`src/rtl/dino_pkg.sv`:
```
// Shared constants for the Dino game controller: button channel indices and
// the default debounce / long-hold timings for a 50 MHz clock.
package dino_pkg;

   localparam int KEY_CLR     = 0;
   localparam int KEY_RESTART = 1;
   localparam int KEY_DEBUG   = 2;
   localparam int KEY_JUMP    = 3;

   localparam int N_KEYS_DEFAULT       = 4;
   localparam int DEBOUNCE_CYCLES_50M  = 500000;
   localparam int LONG_CYCLES_50M      = 50000000;
   localparam int DEBOUNCE_CYCLES_SIM  = 8;
   localparam int LONG_CYCLES_SIM      = 32;

endpackage

```
`src/rtl/key_debounce_ch.sv`:
```
// One button channel: two-flop synchroniser, debounce counter, hold counter
// and registered press / release / long-hold pulses.
module key_debounce_ch
   import dino_pkg::*;
#(
   parameter int DEBOUNCE_CYCLES = DEBOUNCE_CYCLES_50M,
   parameter int CNT_W           = 21,
   parameter int LONG_CYCLES     = LONG_CYCLES_50M,
   parameter int LONG_W          = 26
) (
   input  logic clk,
   input  logic clr,
   input  logic key_raw,
   output logic key_level,
   output logic press_pulse,
   output logic release_pulse,
   output logic long_pulse
);

   localparam logic [CNT_W-1:0]  CNT_LAST = CNT_W'(DEBOUNCE_CYCLES - 1);
   localparam logic [CNT_W-1:0]  CNT_ONE  = CNT_W'(1'b1);
   localparam logic [LONG_W-1:0] HOLD_MAX = LONG_W'(LONG_CYCLES);
   localparam logic [LONG_W-1:0] HOLD_ONE = LONG_W'(1'b1);

   logic              sync1_q, sync1_d;
   logic              sync2_q, sync2_d;
   logic              level_q, level_d;
   logic [CNT_W-1:0]  cnt_q, cnt_d;
   logic [LONG_W-1:0] hold_q, hold_d;
   logic              press_q, press_d;
   logic              release_q, release_d;
   logic              long_q, long_d;

   // Next-state logic for synchroniser, debounce, hold counter and pulses.
   always_comb begin
      sync1_d   = key_raw;
      sync2_d   = sync1_q;
      level_d   = level_q;
      cnt_d     = {CNT_W{1'b0}};
      hold_d    = {LONG_W{1'b0}};

      // A return to the accepted level at any point restarts the count.
      if (sync2_q == level_q) begin
         cnt_d = {CNT_W{1'b0}};
      end else if (cnt_q == CNT_LAST) begin
         level_d = ~level_q;
         cnt_d   = {CNT_W{1'b0}};
      end else begin
         cnt_d = cnt_q + CNT_ONE;
      end

      if (!level_q) begin
         hold_d = {LONG_W{1'b0}};
      end else if (hold_q == HOLD_MAX) begin
         hold_d = hold_q;
      end else begin
         hold_d = hold_q + HOLD_ONE;
      end

      press_d   = level_d & ~level_q;
      release_d = ~level_d & level_q;
      long_d    = (hold_d == HOLD_MAX) && (hold_q != HOLD_MAX);
   end

   // State registers, cleared asynchronously by clr.
   always_ff @(posedge clk or posedge clr) begin
      if (clr) begin
         sync1_q   <= 1'b0;
         sync2_q   <= 1'b0;
         level_q   <= 1'b0;
         cnt_q     <= {CNT_W{1'b0}};
         hold_q    <= {LONG_W{1'b0}};
         press_q   <= 1'b0;
         release_q <= 1'b0;
         long_q    <= 1'b0;
      end else begin
         sync1_q   <= sync1_d;
         sync2_q   <= sync2_d;
         level_q   <= level_d;
         cnt_q     <= cnt_d;
         hold_q    <= hold_d;
         press_q   <= press_d;
         release_q <= release_d;
         long_q    <= long_d;
      end
   end

   assign key_level     = level_q;
   assign press_pulse   = press_q;
   assign release_pulse = release_q;
   assign long_pulse    = long_q;

endmodule

```
`src/rtl/key_debounce.sv`:
```
// Button-conditioning stage: N_KEYS independent debounce channels plus a
// combined any_press strobe for the game controller.
module key_debounce
   import dino_pkg::*;
#(
   parameter int N_KEYS          = N_KEYS_DEFAULT,
   parameter int DEBOUNCE_CYCLES = DEBOUNCE_CYCLES_50M,
   parameter int CNT_W           = 21,
   parameter int LONG_CYCLES     = LONG_CYCLES_50M,
   parameter int LONG_W          = 26
) (
   input  logic              clk,
   input  logic              clr,
   input  logic [N_KEYS-1:0] key_raw,
   output logic [N_KEYS-1:0] key_level,
   output logic [N_KEYS-1:0] press_pulse,
   output logic [N_KEYS-1:0] release_pulse,
   output logic [N_KEYS-1:0] long_pulse,
   output logic              any_press
);

   for (genvar i = 0; i < N_KEYS; i++) begin : g_ch
      key_debounce_ch #(
         .DEBOUNCE_CYCLES(DEBOUNCE_CYCLES),
         .CNT_W          (CNT_W),
         .LONG_CYCLES    (LONG_CYCLES),
         .LONG_W         (LONG_W)
      ) u_ch (
         .clk          (clk),
         .clr          (clr),
         .key_raw      (key_raw[i]),
         .key_level    (key_level[i]),
         .press_pulse  (press_pulse[i]),
         .release_pulse(release_pulse[i]),
         .long_pulse   (long_pulse[i])
      );
   end

   // Taken straight from the pulse registers so it adds no latency.
   assign any_press = |press_pulse;

endmodule

```
`config.mk`:
```
export PLATFORM = sky130hd
export DESIGN_NAME = key_debounce
export DESIGN_NICKNAME = d
export VERILOG_FILES = /design/src/rtl/dino_pkg.sv /design/src/rtl/key_debounce_ch.sv /design/src/rtl/key_debounce.sv
export SDC_FILE = /design/constraint.sdc
export NUM_CORES = 1
export LEC_CHECK = 0
export BUFFER_PORTS_ARGS = -buffer_cell sky130_fd_sc_hd__buf_2
export CORE_UTILIZATION = 50
export CTS_CLUSTER_SIZE = 28
export DETAILED_ROUTE_END_ITERATION = 12
export PLACE_DENSITY = 0.68
export SETUP_SLACK_MARGIN = 0.15
export SLEW_MARGIN = 10
export SYNTH_ARGS = -nofsm -noshare
export SYNTH_HDL_FRONTEND = slang
export SYNTH_HIERARCHICAL = 1
export SYNTH_SLANG_ARGS = --single-unit
```
`constraint.sdc`:
```
create_clock -name clk -period 2.4 [get_ports clk]
set_input_delay 0.12 -clock clk [delete_from_list [all_inputs] [get_ports clk]]
set_output_delay 0.12 -clock clk [all_outputs]
set_load 0.01 [all_outputs]
```
Word level (Yosys, flattened, before mapping)
Index checks and enable logic that the tools add are counted.
{"block": "classes", "magnitude_cmp": 0, "shift": 0, "div": 0, "reduce_logical": 5, "eq_ne": 20, "multipliers": 0, "add_sub_neg": 8, "n_bitwise": 16, "mux": 24}
{"cell": "26-bit equality test, second input constant", "count": 8}
{"cell": "26-bit two-way mux", "count": 8}
{"cell": "21-bit two-way mux", "count": 8}
{"cell": "26-bit by 1-bit adder with 26-bit output, second input constant", "count": 4}
{"cell": "26-bit != test, second input constant", "count": 4}
{"cell": "21-bit by 1-bit adder with 21-bit output, second input constant", "count": 4}
{"cell": "21-bit by 19-bit equality test with 1-bit output, second input constant", "count": 4}
{"cell": "1-bit AND", "count": 8}
{"cell": "1-bit two-way mux", "count": 8}
{"cell": "1-bit NOT", "count": 8}
{"cell": "1-bit equality test", "count": 4}
{"cell": "1-bit logical AND", "count": 4}
{"cell": "4-bit OR reduction", "count": 1}
{"block": "totals", "out_inout_bits": 17, "in_bits": 6, "latchBits": 0, "register_bits": 212, "elab_cells": 105, "mem_bits_rw": 0, "mem_count": 0, "mem_bits_ro": 0}

Depth between registers and ports, before layout
{"block": "depth", "depth_word": 5, "depth_mapped": 9, "ltp_nobuf": 8}

By module
Netlist, hierarchy kept.
{"module": "key_debounce_ch", "instances": 4, "area_each_um2": 2950.3, "cells_per_inst": 305, "seq_area_each_um2": 1326.3}
{"module": "key_debounce", "instances": 1, "area_each_um2": 7.5, "cells_per_inst": 1, "seq_area_each_um2": 0.0}

Least setup slack after synthesis
Ideal clock, no wire load.
{"block": "synth_path", "kind": "register -> register", "startpoint": "reg g_ch[0].u_ch.hold_q[0]", "endpoint": "reg g_ch[0].u_ch.long_q", "path_slack_ps": 23, "synth_period_minus_slack_ps": 2377, "arrival_time_ps": 2281, "path_stages_with_launch": 10, "setup_ps": 96, "n_path_buf": 1, "required_time_ps": 2304, "cell_sequence": "dfrtp_1 inv_1 ha_1 nand4bb_1 nor4_1 and4b_1 buf_6 or4_1 or4b_1 nor4_2"}
{"block": "synth_via", "elab_chain_len": 5, "word_cells_on_any_way": 7, "cone_classes": "add/sub (1); eq/ne (3); mux (2); reduce/logical (1)"}
{"element": "start, declared", "line": "key_debounce_ch.sv:29", "text": "logic [LONG_W-1:0] hold_q, hold_d;"}
{"element": "start signal, assigned", "line": "key_debounce_ch.sv:72", "text": "hold_q <= {LONG_W{1'b0}};"}
{"element": "start signal, assigned", "line": "key_debounce_ch.sv:81", "text": "hold_q <= hold_d;"}
{"element": "26-bit by 1-bit adder with 26-bit output or 26-bit equality test (tied branches)", "line": "key_debounce_ch.sv:57, key_debounce_ch.sv:54"}
{"element": "26-bit two-way mux", "line": "key_debounce_ch.sv:54", "text": "end else if (hold_q == HOLD_MAX) begin"}
{"element": "26-bit two-way mux", "line": "key_debounce_ch.sv:52", "text": "if (!level_q) begin"}
{"element": "26-bit equality test", "line": "key_debounce_ch.sv:62", "text": "long_d = (hold_d == HOLD_MAX) && (hold_q != HOLD_MAX);"}
{"element": "1-bit logical AND *", "line": "key_debounce_ch.sv:62"}
{"element": "net g_ch[0].u_ch.long_d", "line": "key_debounce_ch.sv:32", "text": "logic long_q, long_d;"}
{"element": "end signal, assigned", "line": "key_debounce_ch.sv:84", "text": "long_q <= long_d;"}
{"element": "end, declared", "line": "key_debounce_ch.sv:32"}
The timed path passes the listed nets; every way through them passes the cells marked *.

Worst setup path after layout
{"block": "layout_path", "startpoint": "reg g_ch[1].u_ch.hold_q[0]", "endpoint": "reg g_ch[1].u_ch.long_q"}
{"block": "layout_via", "elab_chain_len": 5, "word_cells_on_any_way": 7, "cone_classes": "add/sub (1); eq/ne (3); mux (2); reduce/logical (1)"}
{"element": "start, declared", "line": "key_debounce_ch.sv:29"}
{"element": "start signal, assigned", "line": "key_debounce_ch.sv:72"}
{"element": "start signal, assigned", "line": "key_debounce_ch.sv:81"}
{"element": "26-bit by 1-bit adder with 26-bit output or 26-bit equality test (tied branches)", "line": "key_debounce_ch.sv:57, key_debounce_ch.sv:54"}
{"element": "26-bit two-way mux", "line": "key_debounce_ch.sv:54"}
{"element": "26-bit two-way mux", "line": "key_debounce_ch.sv:52"}
{"element": "26-bit equality test", "line": "key_debounce_ch.sv:62"}
{"element": "1-bit logical AND *", "line": "key_debounce_ch.sv:62"}
{"element": "net g_ch[1].u_ch.long_d", "line": "key_debounce_ch.sv:32"}
{"element": "end signal, assigned", "line": "key_debounce_ch.sv:84"}
{"element": "end, declared", "line": "key_debounce_ch.sv:32"}
Marked as above.

==> run_results.csv <==
group,metric,value,unit
outcome,status,"finished clean",
logic_synthesis,synth-async-reset-ratio,100,%
timing,fmax,0.441,GHz
floorplanning,die_y,156,um
drt,routed-via-count,9286,
drt,post_drt_via_cell_ratio,5.55,
final_layout,multi_input_area,6380,sq um
setup_path,criticalPathCategory,"reg2reg",
timing,worst_slew_pin_slew,0.910,ns
clock_network,clock_transition_at_the_register_clock_pins_on_the_worst_setup_and_hold_paths_after_cts,0.06,ns
clock_network,clock_path_buffers,3,
final_layout,area_growth_syn_to_layout,21.1,%
drt,final_antenna_net_count,0,
pwr,power_leakage,5.95,nW
drt,drt-initial-drc-count,563,
logic_synthesis,yosys_register_bits,212,
setup_path,crit_path_cell_trace,"buf_6, inv_2, ha_4, nand4bb_1, nor4_2, and4b_2, or4_1, or4b_1, nor4_2",
setup_path,critical_path_peak_fanout,4,
placed_design,number_of_cells_in_the_design_after_placement,1608,
timing,timing.hold.ws,0.233,ns
floorplanning,core_box_area,22900,sq um
global_route,antenna_found_initial,0,
floorplanning,die-area,24200,sq um
floorplanning,top_level_ports,23,
clock_network,h_tree_lvls,1,
drt,routed_wirelength,26200,um
clock_network,insertion_delay,0.53,ns
drt,post_drt_wl_per_cell,15.6,um
clock_network,tritoncts,"built",
timing,clock_skew,0.0240,ns
floorplanning,rows,55,
timing,period_needed,2.27,ns
timing,period_share,94.5,%
final_layout,fin_nets,1361,
pwr,power.ir.vdd_worst,575,uV
clock_network,cts.sinks,212,
timing,rsz0062_at_grt,"true",
global_route,grt_pass1_vias,9185,
logic_synthesis,ys_warn_count,6,
logic_synthesis,yosysSeqAreaShare,44.9,%
logic_synthesis,synth_ff_type,"sky130_fd_sc_hd__dfrtp_1",
setup_path,critPathBufInv,2,
floorplanning,initial_standard_cell_utilization_of_the_core,51.5,%
logic_synthesis,synth-edff-count,0,
setup_path,cp.arrival,2.69,ns
setup_path,critical_path.slowest_cell,"sky130_fd_sc_hd__or4b_1",
timing,finalMaxSlewViolations,0,
setup_path,endpoint_kind_of_the_worst_setup_timing_path,"flip-flop",
placed_design,globalplace.congestion,0.883,
final_layout,insertedDiodeCount,0,
clock_network,cts-buffers-inserted,25,
pwr,pwr_density,545,nW/um^2
floorplanning,die_width,156,um
global_route,track_usage,22.1,%
global_route,overflow,0,
final_layout,non_filler_instances,1672,
global_route,largest_net_degree_at_the_start_of_global_routing,54,
global_route,grt_first_pass_wirelength,44500,um
final_layout,drive_above_1_share,24.9,%
logic_synthesis,post_synth.cell_area_avg,9.67,sq um
timing,timing_hold_violations_final,0,
timing,setup_violations,0,
logic_synthesis,ys_types,53,
setup_path,worstPathRequired,2.82,ns
drt,post_route_drc,0,
drt,dr.pass1.iters,6,
setup_path,worst_path_most_repeated_cell,"sky130_fd_sc_hd__nor4_2",
clock_network,clock-root-buffer,"sky130_fd_sc_hd__clkbuf_16",
hold_path,hold_crit_class,"in2reg",
setup_path,startpoint_type_of_the_worst_setup_path,"flip-flop",
timing,headroom_to_the_max_slew_limit,39.3,%
setup_path,path_delay_family,"simple AND/OR/NAND/NOR gates",
logic_synthesis,mappedNetlistNets,1239,
final_layout,seqCellArea,5330,sq um
final_layout,nFillCells,1901,
job,max_cap_violations,0,
setup_path,crit_path_max_incr_delay,0.49,ns
placed_design,half_perimeter_wire_length_after_detailed_placement,17700,um
logic_synthesis,mappedNetlistArea,11800,sq um
logic_synthesis,syn_inst,1221,
placed_design,port-buffer-count,22,
final_layout,layout.core_utilization,62.4,%
## final timing paths
kind	slack, ns	startpoint	endpoint	cells past startpoint
setup / recovery	0.13	g_ch[1].u_ch/hold_q[0]	g_ch[1].u_ch/long_pulse	9
hold / removal	0.23	key_raw[3]	g_ch[3].u_ch/sync1_q	2
setup reg to reg	0.13	g_ch[1].u_ch/hold_q[0]	g_ch[1].u_ch/long_pulse	9
hold reg to reg	0.35	g_ch[0].u_ch/sync1_q	g_ch[0].u_ch/sync2_q	0
max in group asynchronous	1.32	clr	g_ch[0].u_ch/hold_q[7]	4
min in group asynchronous	0.24	clr	g_ch[2].u_ch/cnt_q[1]	3
## registers in the layout, summed over array words and instances, names as in the netlist
name                     count
g_ch.u_ch/sync2_q            4
g_ch.u_ch/key_level          4
g_ch.u_ch/hold_q           104
g_ch.u_ch/cnt_q             84
g_ch.u_ch/sync1_q            4
g_ch.u_ch/press_pulse        4
g_ch.u_ch/long_pulse         4
g_ch.u_ch/release_pulse      4
## layer usage
metal | vias to the layer above | part of all wire [%] | GRT usage (%)
met5 | - | 0 | 0
met4 | 0 | 2.4 | 6.26
met3 | 37 | 3.0 | 2.69
met2 | 149 | 49 | 37.4
met1 | 4549 | 46 | 29.9
li1 | 4551 | - | -
## per-stage QoR
| stage | TNS (ns) | area [sq um] | total power (W) | setup slack (ns) |
|---|---|---|---|---|
| CTS | 0 | 14200 | 0.00791 | 0.111 |
| floorplan | 0 | 12000 | 0.00378 | 0.106 |
| global placement | 0 | 12900 | 0.00383 | 0.0315 |
| global route | 0 | 14300 | 0.00807 | 0.00731 |
| detailed placement | -0.109 | 12900 | 0.00383 | -0.0536 |
| finish | 0 | 14300 | 0.00779 | 0.132 |
## cell usage in the layout, fill, tap and decap left out, drive strengths merged, types with 9 or more instances in the layout
cell type    n
ha          12
xor2        68
buf        150
or4          9
mux2i       12
nor4        52
nor3b       12
nand4       40
xnor2       76
and3        16
a21oi       32
o21ai       32
nor3        32
mux2        12
or3         32
dfrtp      212
nor2       192
and4        12
clkbuf      33
nand2       52
nand3       92
inv         50
## synthesized netlist by cell type, types with 9 or more instances
library cell / instances / area [sq um]
sky130_fd_sc_hd__and4_1: 12 / 105
sky130_fd_sc_hd__clkbuf_1: 20 / 75.1
sky130_fd_sc_hd__or4_1: 9 / 67.6
sky130_fd_sc_hd__nor2_1: 192 / 721
sky130_fd_sc_hd__nand2_1: 52 / 195
sky130_fd_sc_hd__nor3_1: 32 / 160
sky130_fd_sc_hd__ha_1: 12 / 150
sky130_fd_sc_hd__mux2i_1: 12 / 120
sky130_fd_sc_hd__o21ai_0: 32 / 160
sky130_fd_sc_hd__nand4_2: 12 / 150
sky130_fd_sc_hd__nor4_1: 40 / 250
sky130_fd_sc_hd__nand4_1: 24 / 150
sky130_fd_sc_hd__buf_4: 12 / 90.1
sky130_fd_sc_hd__or3_1: 28 / 175
sky130_fd_sc_hd__buf_2: 16 / 80.1
sky130_fd_sc_hd__inv_1: 48 / 180
sky130_fd_sc_hd__xnor2_1: 76 / 666
sky130_fd_sc_hd__a21oi_1: 32 / 160
sky130_fd_sc_hd__mux2_2: 12 / 135
sky130_fd_sc_hd__dfrtp_1: 212 / 5310
sky130_fd_sc_hd__nor3b_1: 12 / 90.1
sky130_fd_sc_hd__buf_6: 12 / 135
sky130_fd_sc_hd__nand3_1: 88 / 440
sky130_fd_sc_hd__xor2_1: 68 / 596
sky130_fd_sc_hd__and3_1: 16 / 100
## logic make-up after synthesis
kind of cell / share of synthesized area [%]
mux: 2.16
fa+ha+maj: 1.27
compound gates: 6.36
buf+inv: 4.75
xor+xnor: 10.7
flops: 44.9
simple gates: 29.9
## layout make-up
cell class / instances / share of cell area [%]
flip-flops and latches: 212 / 37.3
repair buffers: 155 / 8.03
clock inverters: 10 / 1.15
multi-input cells: 901 / 44.6
clock buffers: 33 / 5.00
inverters: 48 / 1.26
well taps: 313 / 2.74
## power breakdown
part           internal, W  switching, W
Clock              0.00252       0.00150
Sequential         0.00360     0.0000196
Combinational    0.0000404      0.000110
## timing repair
action | in CTS | in global routing
pin swaps | 11 | 10
endpoints found under the hold margin | 174 | 0
cloned | 0 | 0
setup endpoints to repair | 4 | 12
resized for setup | 47 | 29
hold buffers | 5 | 0
buffers inserted | 10 | 6
Note: power is estimated with default switching activity, not from simulation.
